===== src/rtl/riscv_dtm_pkg.sv =====
// Shared types and constants for the RISC-V v0.11 JTAG DTM.
package riscv_dtm_pkg;

   typedef enum logic [3:0] {
      TAP_TLR,
      TAP_RTI,
      TAP_SEL_DR,
      TAP_CAP_DR,
      TAP_SHIFT_DR,
      TAP_EXIT1_DR,
      TAP_PAUSE_DR,
      TAP_EXIT2_DR,
      TAP_UPD_DR,
      TAP_SEL_IR,
      TAP_CAP_IR,
      TAP_SHIFT_IR,
      TAP_EXIT1_IR,
      TAP_PAUSE_IR,
      TAP_EXIT2_IR,
      TAP_UPD_IR
   } tap_state_e;

   // Data register selected by the current IR contents
   typedef enum logic [1:0] {
      DR_BYPASS,
      DR_IDCODE,
      DR_DTMCONTROL,
      DR_DBUS
   } dr_sel_e;

   localparam logic [4:0] IR_IDCODE     = 5'h01;
   localparam logic [4:0] IR_DTMCONTROL = 5'h10;
   localparam logic [4:0] IR_DBUS       = 5'h11;
   localparam logic [4:0] IR_BYPASS     = 5'h1F;

   localparam int DBUS_W = 41;
   localparam int RESP_W = 36;

   localparam logic [1:0] DBUS_OK   = 2'd0;
   localparam logic [1:0] DBUS_FAIL = 2'd2;
   localparam logic [1:0] DBUS_BUSY = 2'd3;

endpackage


===== src/rtl/riscv_jtag_tap.sv =====
// IEEE 1149.1 TAP controller state machine with per-state action strobes.
module riscv_jtag_tap
   import riscv_dtm_pkg::*;
(
   input  logic clk,
   input  logic rst_n,
   input  logic tms,
   output logic capture_dr,
   output logic shift_dr,
   output logic update_dr,
   output logic capture_ir,
   output logic shift_ir,
   output logic update_ir,
   output logic test_logic_reset
);

   tap_state_e state_q, state_d;

   // State register, reset to Test-Logic-Reset
   always_ff @(posedge clk or negedge rst_n) begin
      if (!rst_n) state_q <= TAP_TLR;
      else        state_q <= state_d;
   end

   // Standard TMS-driven transitions and state decode strobes
   always_comb begin
      state_d = state_q;
      case (state_q)
         TAP_TLR:      state_d = tms ? TAP_TLR      : TAP_RTI;
         TAP_RTI:      state_d = tms ? TAP_SEL_DR   : TAP_RTI;
         TAP_SEL_DR:   state_d = tms ? TAP_SEL_IR   : TAP_CAP_DR;
         TAP_CAP_DR:   state_d = tms ? TAP_EXIT1_DR : TAP_SHIFT_DR;
         TAP_SHIFT_DR: state_d = tms ? TAP_EXIT1_DR : TAP_SHIFT_DR;
         TAP_EXIT1_DR: state_d = tms ? TAP_UPD_DR   : TAP_PAUSE_DR;
         TAP_PAUSE_DR: state_d = tms ? TAP_EXIT2_DR : TAP_PAUSE_DR;
         TAP_EXIT2_DR: state_d = tms ? TAP_UPD_DR   : TAP_SHIFT_DR;
         TAP_UPD_DR:   state_d = tms ? TAP_SEL_DR   : TAP_RTI;
         TAP_SEL_IR:   state_d = tms ? TAP_TLR      : TAP_CAP_IR;
         TAP_CAP_IR:   state_d = tms ? TAP_EXIT1_IR : TAP_SHIFT_IR;
         TAP_SHIFT_IR: state_d = tms ? TAP_EXIT1_IR : TAP_SHIFT_IR;
         TAP_EXIT1_IR: state_d = tms ? TAP_UPD_IR   : TAP_PAUSE_IR;
         TAP_PAUSE_IR: state_d = tms ? TAP_EXIT2_IR : TAP_PAUSE_IR;
         TAP_EXIT2_IR: state_d = tms ? TAP_UPD_IR   : TAP_SHIFT_IR;
         TAP_UPD_IR:   state_d = tms ? TAP_SEL_DR   : TAP_RTI;
         default:      state_d = TAP_TLR;
      endcase
      capture_dr       = (state_q == TAP_CAP_DR);
      shift_dr         = (state_q == TAP_SHIFT_DR);
      update_dr        = (state_q == TAP_UPD_DR);
      capture_ir       = (state_q == TAP_CAP_IR);
      shift_ir         = (state_q == TAP_SHIFT_IR);
      update_ir        = (state_q == TAP_UPD_IR);
      test_logic_reset = (state_q == TAP_TLR);
   end

endmodule


===== src/rtl/riscv_jtag_dtm_0p11.sv =====
// JTAG Debug Transport Module: IR, IDCODE/BYPASS/DTMCONTROL/DBUS registers
// and the DMI request/response handshake, all in the TCK domain.
module riscv_jtag_dtm_0p11
   import riscv_dtm_pkg::*;
#(
   parameter logic [31:0] IDCODE    = 32'h1000_0A6D,
   parameter int unsigned ABITS     = 5,
   parameter logic [2:0]  IDLE_HINT = 3'd5
) (
   input  logic              clk,
   input  logic              rst_n,
   input  logic              tms,
   input  logic              tdi,
   output logic              tdo,
   output logic              tdo_en,
   output logic              dtm_req_valid,
   input  logic              dtm_req_ready,
   output logic [DBUS_W-1:0] dtm_req_bits,
   input  logic              dtm_resp_valid,
   output logic              dtm_resp_ready,
   input  logic [RESP_W-1:0] dtm_resp_bits
);

   localparam logic [5:0] ABITS_V = 6'(ABITS);

   logic capture_dr, shift_dr, update_dr;
   logic capture_ir, shift_ir, update_ir, test_logic_reset;

   riscv_jtag_tap u_tap (
      .clk              (clk),
      .rst_n            (rst_n),
      .tms              (tms),
      .capture_dr       (capture_dr),
      .shift_dr         (shift_dr),
      .update_dr        (update_dr),
      .capture_ir       (capture_ir),
      .shift_ir         (shift_ir),
      .update_ir        (update_ir),
      .test_logic_reset (test_logic_reset)
   );

   logic [4:0]        ir_q, ir_d;
   logic [4:0]        ir_shift_q, ir_shift_d;
   logic [DBUS_W-1:0] dr_shift_q, dr_shift_d;
   logic [1:0]        dbusstat_q, dbusstat_d;
   logic              busy_q, busy_d;
   logic              req_valid_q, req_valid_d;
   logic [DBUS_W-1:0] req_bits_q, req_bits_d;
   logic [33:0]       resp_data_q, resp_data_d;
   logic [1:0]        resp_q, resp_d;
   logic [4:0]        last_addr_q, last_addr_d;
   logic              tdo_q, tdo_d;
   logic              tdo_en_q, tdo_en_d;

   dr_sel_e     dr_sel;
   logic [1:0]  dbus_status;
   logic [31:0] dtmcs_cap;

   // Map the committed IR to a data register; unknown codes fall back to BYPASS
   always_comb begin
      dr_sel = DR_BYPASS;
      case (ir_q)
         IR_IDCODE:     dr_sel = DR_IDCODE;
         IR_DTMCONTROL: dr_sel = DR_DTMCONTROL;
         IR_DBUS:       dr_sel = DR_DBUS;
         default:       dr_sel = DR_BYPASS;
      endcase
   end

   // Status reported on DBUS capture: sticky error wins, then busy, then last resp
   always_comb begin
      if (dbusstat_q != DBUS_OK) dbus_status = dbusstat_q;
      else if (busy_q)           dbus_status = DBUS_BUSY;
      else                       dbus_status = resp_q;
      dtmcs_cap = {15'd0, 1'b0, 1'b0, ABITS_V[5:4], IDLE_HINT, dbusstat_q,
                   ABITS_V[3:0], 4'd0};
   end

   // Next-state logic for IR, data registers and the DMI handshake
   always_comb begin
      ir_d        = ir_q;
      ir_shift_d  = ir_shift_q;
      dr_shift_d  = dr_shift_q;
      dbusstat_d  = dbusstat_q;
      busy_d      = busy_q;
      req_valid_d = req_valid_q;
      req_bits_d  = req_bits_q;
      resp_data_d = resp_data_q;
      resp_d      = resp_q;
      last_addr_d = last_addr_q;

      if (capture_ir) ir_shift_d = 5'b00001;
      if (shift_ir)   ir_shift_d = {tdi, ir_shift_q[4:1]};
      if (update_ir)  ir_d = ir_shift_q;

      if (capture_dr) begin
         case (dr_sel)
            DR_IDCODE:     dr_shift_d = {9'd0, IDCODE[31:1], 1'b1};
            DR_DTMCONTROL: dr_shift_d = {9'd0, dtmcs_cap};
            DR_DBUS:       dr_shift_d = {last_addr_q, resp_data_q, dbus_status};
            default:       dr_shift_d = '0;
         endcase
      end

      // Each register shifts over its own length so tdi lands in its MSB
      if (shift_dr) begin
         case (dr_sel)
            DR_IDCODE, DR_DTMCONTROL: dr_shift_d[31:0] = {tdi, dr_shift_q[31:1]};
            DR_DBUS:                  dr_shift_d = {tdi, dr_shift_q[DBUS_W-1:1]};
            default:                  dr_shift_d[0] = tdi;
         endcase
      end

      if (req_valid_q && dtm_req_ready) req_valid_d = 1'b0;

      if (dtm_resp_valid && busy_q) begin
         resp_data_d = dtm_resp_bits[RESP_W-1:2];
         resp_d      = dtm_resp_bits[1:0];
         busy_d      = 1'b0;
      end

      if (update_dr) begin
         if (dr_sel == DR_DTMCONTROL && dr_shift_q[16]) begin
            dbusstat_d = DBUS_OK;
         end else if (dr_sel == DR_DBUS) begin
            if (dbusstat_q != DBUS_OK) begin
               // scan dropped until the host clears the sticky error
            end else if (busy_q) begin
               dbusstat_d = DBUS_BUSY;
            end else if (dr_shift_q[1:0] != 2'd0) begin
               req_bits_d  = dr_shift_q;
               req_valid_d = 1'b1;
               busy_d      = 1'b1;
               last_addr_d = dr_shift_q[DBUS_W-1:DBUS_W-5];
            end
         end
      end

      // Test-Logic-Reset leaves any outstanding DMI transaction alone
      if (test_logic_reset) begin
         ir_d       = IR_IDCODE;
         dbusstat_d = DBUS_OK;
      end
   end

   // Rising-edge state
   always_ff @(posedge clk or negedge rst_n) begin
      if (!rst_n) begin
         ir_q        <= IR_IDCODE;
         ir_shift_q  <= '0;
         dr_shift_q  <= '0;
         dbusstat_q  <= DBUS_OK;
         busy_q      <= 1'b0;
         req_valid_q <= 1'b0;
         req_bits_q  <= '0;
         resp_data_q <= '0;
         resp_q      <= '0;
         last_addr_q <= '0;
      end else begin
         ir_q        <= ir_d;
         ir_shift_q  <= ir_shift_d;
         dr_shift_q  <= dr_shift_d;
         dbusstat_q  <= dbusstat_d;
         busy_q      <= busy_d;
         req_valid_q <= req_valid_d;
         req_bits_q  <= req_bits_d;
         resp_data_q <= resp_data_d;
         resp_q      <= resp_d;
         last_addr_q <= last_addr_d;
      end
   end

   // TDO source: shift-register LSB while shifting, otherwise quiet
   always_comb begin
      tdo_en_d = shift_ir | shift_dr;
      if (shift_ir)      tdo_d = ir_shift_q[0];
      else if (shift_dr) tdo_d = dr_shift_q[0];
      else               tdo_d = 1'b0;
   end

   // TDO launched on the falling edge so the host samples it on the next rise
   always_ff @(negedge clk or negedge rst_n) begin
      if (!rst_n) begin
         tdo_q    <= 1'b0;
         tdo_en_q <= 1'b0;
      end else begin
         tdo_q    <= tdo_d;
         tdo_en_q <= tdo_en_d;
      end
   end

   assign tdo            = tdo_q;
   assign tdo_en         = tdo_en_q;
   assign dtm_req_valid  = req_valid_q;
   assign dtm_req_bits   = req_bits_q;
   assign dtm_resp_ready = busy_q;

endmodule


===== config.mk =====
export PLATFORM = sky130hd
export DESIGN_NAME = riscv_jtag_dtm_0p11
export DESIGN_NICKNAME = d
export VERILOG_FILES = /design/src/rtl/riscv_dtm_pkg.sv /design/src/rtl/riscv_jtag_tap.sv /design/src/rtl/riscv_jtag_dtm_0p11.sv
export SDC_FILE = /design/constraint.sdc
export NUM_CORES = 1
export LEC_CHECK = 0
export CORE_ASPECT_RATIO = 1.5
export CORE_MARGIN = 5
export CORE_UTILIZATION = 54
export CTS_CLUSTER_DIAMETER = 150
export DETAILED_ROUTE_END_ITERATION = 12
export GPL_TIMING_DRIVEN = 0
export PLACE_DENSITY = 0.9
export SYNTH_ARGS = -nofsm -noshare
export SYNTH_HDL_FRONTEND = slang
export SYNTH_SLANG_ARGS = --single-unit

===== constraint.sdc =====
create_clock -name clk -period 2.9 [get_ports clk]
set_input_delay 0.435 -clock clk [delete_from_list [all_inputs] [get_ports clk]]
set_output_delay 0.435 -clock clk [all_outputs]
set_load 0.01 [all_outputs]

==> results.toml <==
[worst_setup_path]
critPathLaunchType = "register"
worstPathCellList = "buf_2"
crit_path_end_kind = "output port"
path_delay_family = "flip-flops"
crit_type = "reg -> out"
cp_max_fo = 1
path_buf_inv = 1
critPathMaxStageDelay_ns = 0.39
critPathArrivalTime_ns = 2.37
cp_slowest_cell = "dfrtn_1"
cp.required_ns = 2.47

[grt]
grtUsageTotal = 0.2426
grt_util_met1 = 0.2742
grt_pass1_wl_mm = 24.03
antenna_found_initial = 0
grt_max_degree = 76
met2_usage = 0.4225
grt-ovfl-total = 0
grt_pass1_vias = 4817
top_usage_layer = "met2"
met3_usage = 0.05082

[synthesis]
synth_edf_count = 0
synth-seq-cells = 137
ys.warnings.count = 0
yosysTopAreaCell = "dfrtp_1"
netlist.area_leader.share = 0.5733
synthCells = 499
synth_area_leaders = "dfrtp_1 57%, mux2_2 14%, nand2_1 3.3%, a31oi_1 3.0%, nor2_1 2.5%"
dominantRegCellSynth = "dfrtp_1"
async_flop_share = 1.000
synthDistinctLibCells = 45
avgSynthCellArea_um2 = 11.72
syn_area_um2 = 5849
syn_nets = 541
synth_seq_area_share = 0.5863

[floorplan]
floorplan.core_area_um2 = 10590
die_width_um = 94.98
fp.dieH_um = 137.5
rows = 46
start_util = 0.5523
dieArea_um2 = 13060
io_pins = 87

[layout]
antennaDiodeCount = 0
layout-drive-gt1-share = 0.1977
area_delta_synth_final_pct = 28.51
seqCellArea_um2 = 3431
nFillCells = 707
multi_input_area_um2 = 2250
final_cells = 761
layout.nets = 646

[sta]
setup_viol = 0
drv_slew = 0
hold_viol = 0
worst_pin_slew_ns = 0.7833
skew_ns = 0.02317
fin_hold_ws_ns = 0.01593
rsz0062_at_grt = "no"
relSlewSlack = 0.4778
tns_ns = 0

[drt]
drtAntennaViolNets = 0
drt_first_pass_iters = 6
drc_errors = 0
drt_iter0_drc = 337
vias_per_cell = 6.033
wire_per_inst_um = 19.68
num_vias = 4591
routed_wirelength_mm = 14.97

[clock_network]
clock_sinks = 137
cts_max_level = 4
cts_tree = "done"
cts_setup_buffers = 0
cts_hold_buf = 0
numCtsBuffers = 17
clkTransAtPathRegs_ns = 0.07
clock_latency_ns = 0.42
cts_resized = 11
clock-root-buffer = "clkbuf_16"
clock_path_buffers = 2

[pwr]
power.static_leakage_nw = 3.472
peakVddDrop_mv = 0.6208
power_mw = 7.247
p_per_area_nw_per_um2 = 964.0

[hold_path]
hold_path_class = "in -> async"

[run_status]
status = "finished clean"

[flow_run]
maxCapViolCount = 0

[placed_design]
place.gp.congestion = 0.8149
post-place-cells = 730
io_buffer_count = 86
hpwlAfterDp_mm = 10.04
cell type report:
class                      count  area share
inverter                       6    0.002996
multi-input combinational    321      0.2993
sequential                   137      0.4564
timing repair buffer          87      0.1170
clock inverter                15     0.02230
tap                          144     0.02397
buffer                        34     0.02147
clock buffer                  17     0.05659
worst register-to-register path, stage by stage, from the launching register on:
cell and delay, ns:
dfrtp_1 0.44, clkbuf_1 0.21, and2_1 0.24, a32o_1 0.27
state kept, by name (all words and copies together) (netlist names):
signal and count:
dtm_req_valid 1, resp_data_q 34, resp_q 2, ir_shift_q 5
ir_q 5, dr_shift_q 41, dbusstat_q 1, dtm_resp_ready 1
tdo 1, tdo_en 1, dtm_req_bits 41, u_tap.state_q 4
cell usage after synthesis (all sizes together) (2+ instances only):
library cell and instances:
dfrtp 134, mux2 77, nand2 51, nor2 39, clkbuf 30, a31oi 28
nand3 27, a21oi 15, o21ai 14, a22oi 9, o2bb2ai 9, inv 6
o211ai 6, buf 5, nand2b 4, nor2b 4, o22ai 4, a2bb2oi 3
mux2i 3, a21o 2, a311oi 2, and2 2, and3 2, dfrtn 2
nand4 2, nor4 2, nor4b 2, o311ai 2
kinds of logic (layout without fill, tap and decap cells):
logic type | count (synthesis) | in the layout | share of synthesized area
AND/OR/NAND/NOR | 141 | 141 | 0.1147
flip-flops | 137 | 137 | 0.5863
AO/OA/AOI/OAI | 99 | 99 | 0.1125
multiplexers | 80 | 80 | 0.1534
buffers and inverters | 41 | 159 | 0.03166
XOR/XNOR | 1 | 1 | 0.001498
worst paths after layout:
| check | start | endpoint | slack (ns) | cells after the start |
|---|---|---|---|---|
| worst max-delay path | tdo | tdo | 0.09 | 1 |
| worst min-delay path | rst_n | resp_data_q[23] | 0.02 | 1 |
| worst max register to register | u_tap.state_q[0] | tdo | 0.11 | 3 |
| worst min register to register | dtm_req_valid | dtm_req_valid | 0.49 | 1 |
| max in group asynchronous | rst_n | tdo_en | 1.01 | 1 |
| min in group clk | dtm_req_valid | dtm_req_valid | 0.49 | 1 |
through the flow:
stage	worst slack [ns]	area, um^2	util
CTS	0.06672	7515	0.7096
finish	0.09483	7517	0.7098
detailed placement	-0.4299	6919	0.6534
floorplan	0.05843	5849	-
global route	0.02924	7517	0.7098
global placement	-4.918	6890	0.6506
routing by layer:
| metal | up-vias | wire length (um) |
|---|---|---|
| met5 | - | 0 |
| met4 | 0 | 576 |
| met3 | 62 | 821 |
| met2 | 224 | 8110 |
| met1 | 2297 | 5465 |
| li1 | 2008 | - |
power by group:
group          leakage [nW]  switching (mW)  internal, mW
clock                 0.290           0.874          1.28
sequential             1.84           0.516          2.52
combinational          1.34            1.13         0.922
total                  3.47            2.52          4.72
layout by cell type (no fill, tap or decap), drive strengths merged, types with 4 or more instances in the layout:
| cell | instances |
|---|---|
| mux2 | 77 |
| clkinv | 7 |
| a21oi | 15 |
| nor2 | 39 |
| a31oi | 28 |
| inv | 11 |
| o21ai | 14 |
| o2bb2ai | 9 |
| clkbuf | 46 |
| nand2b | 4 |
| dfrtp | 134 |
| o211ai | 6 |
| a22oi | 9 |
| clkdlybuf4s50 | 83 |
| nand2 | 51 |
| nor2b | 4 |
| buf | 9 |
| o22ai | 4 |
| nand3 | 27 |
(Power assumes the default switching activity.)
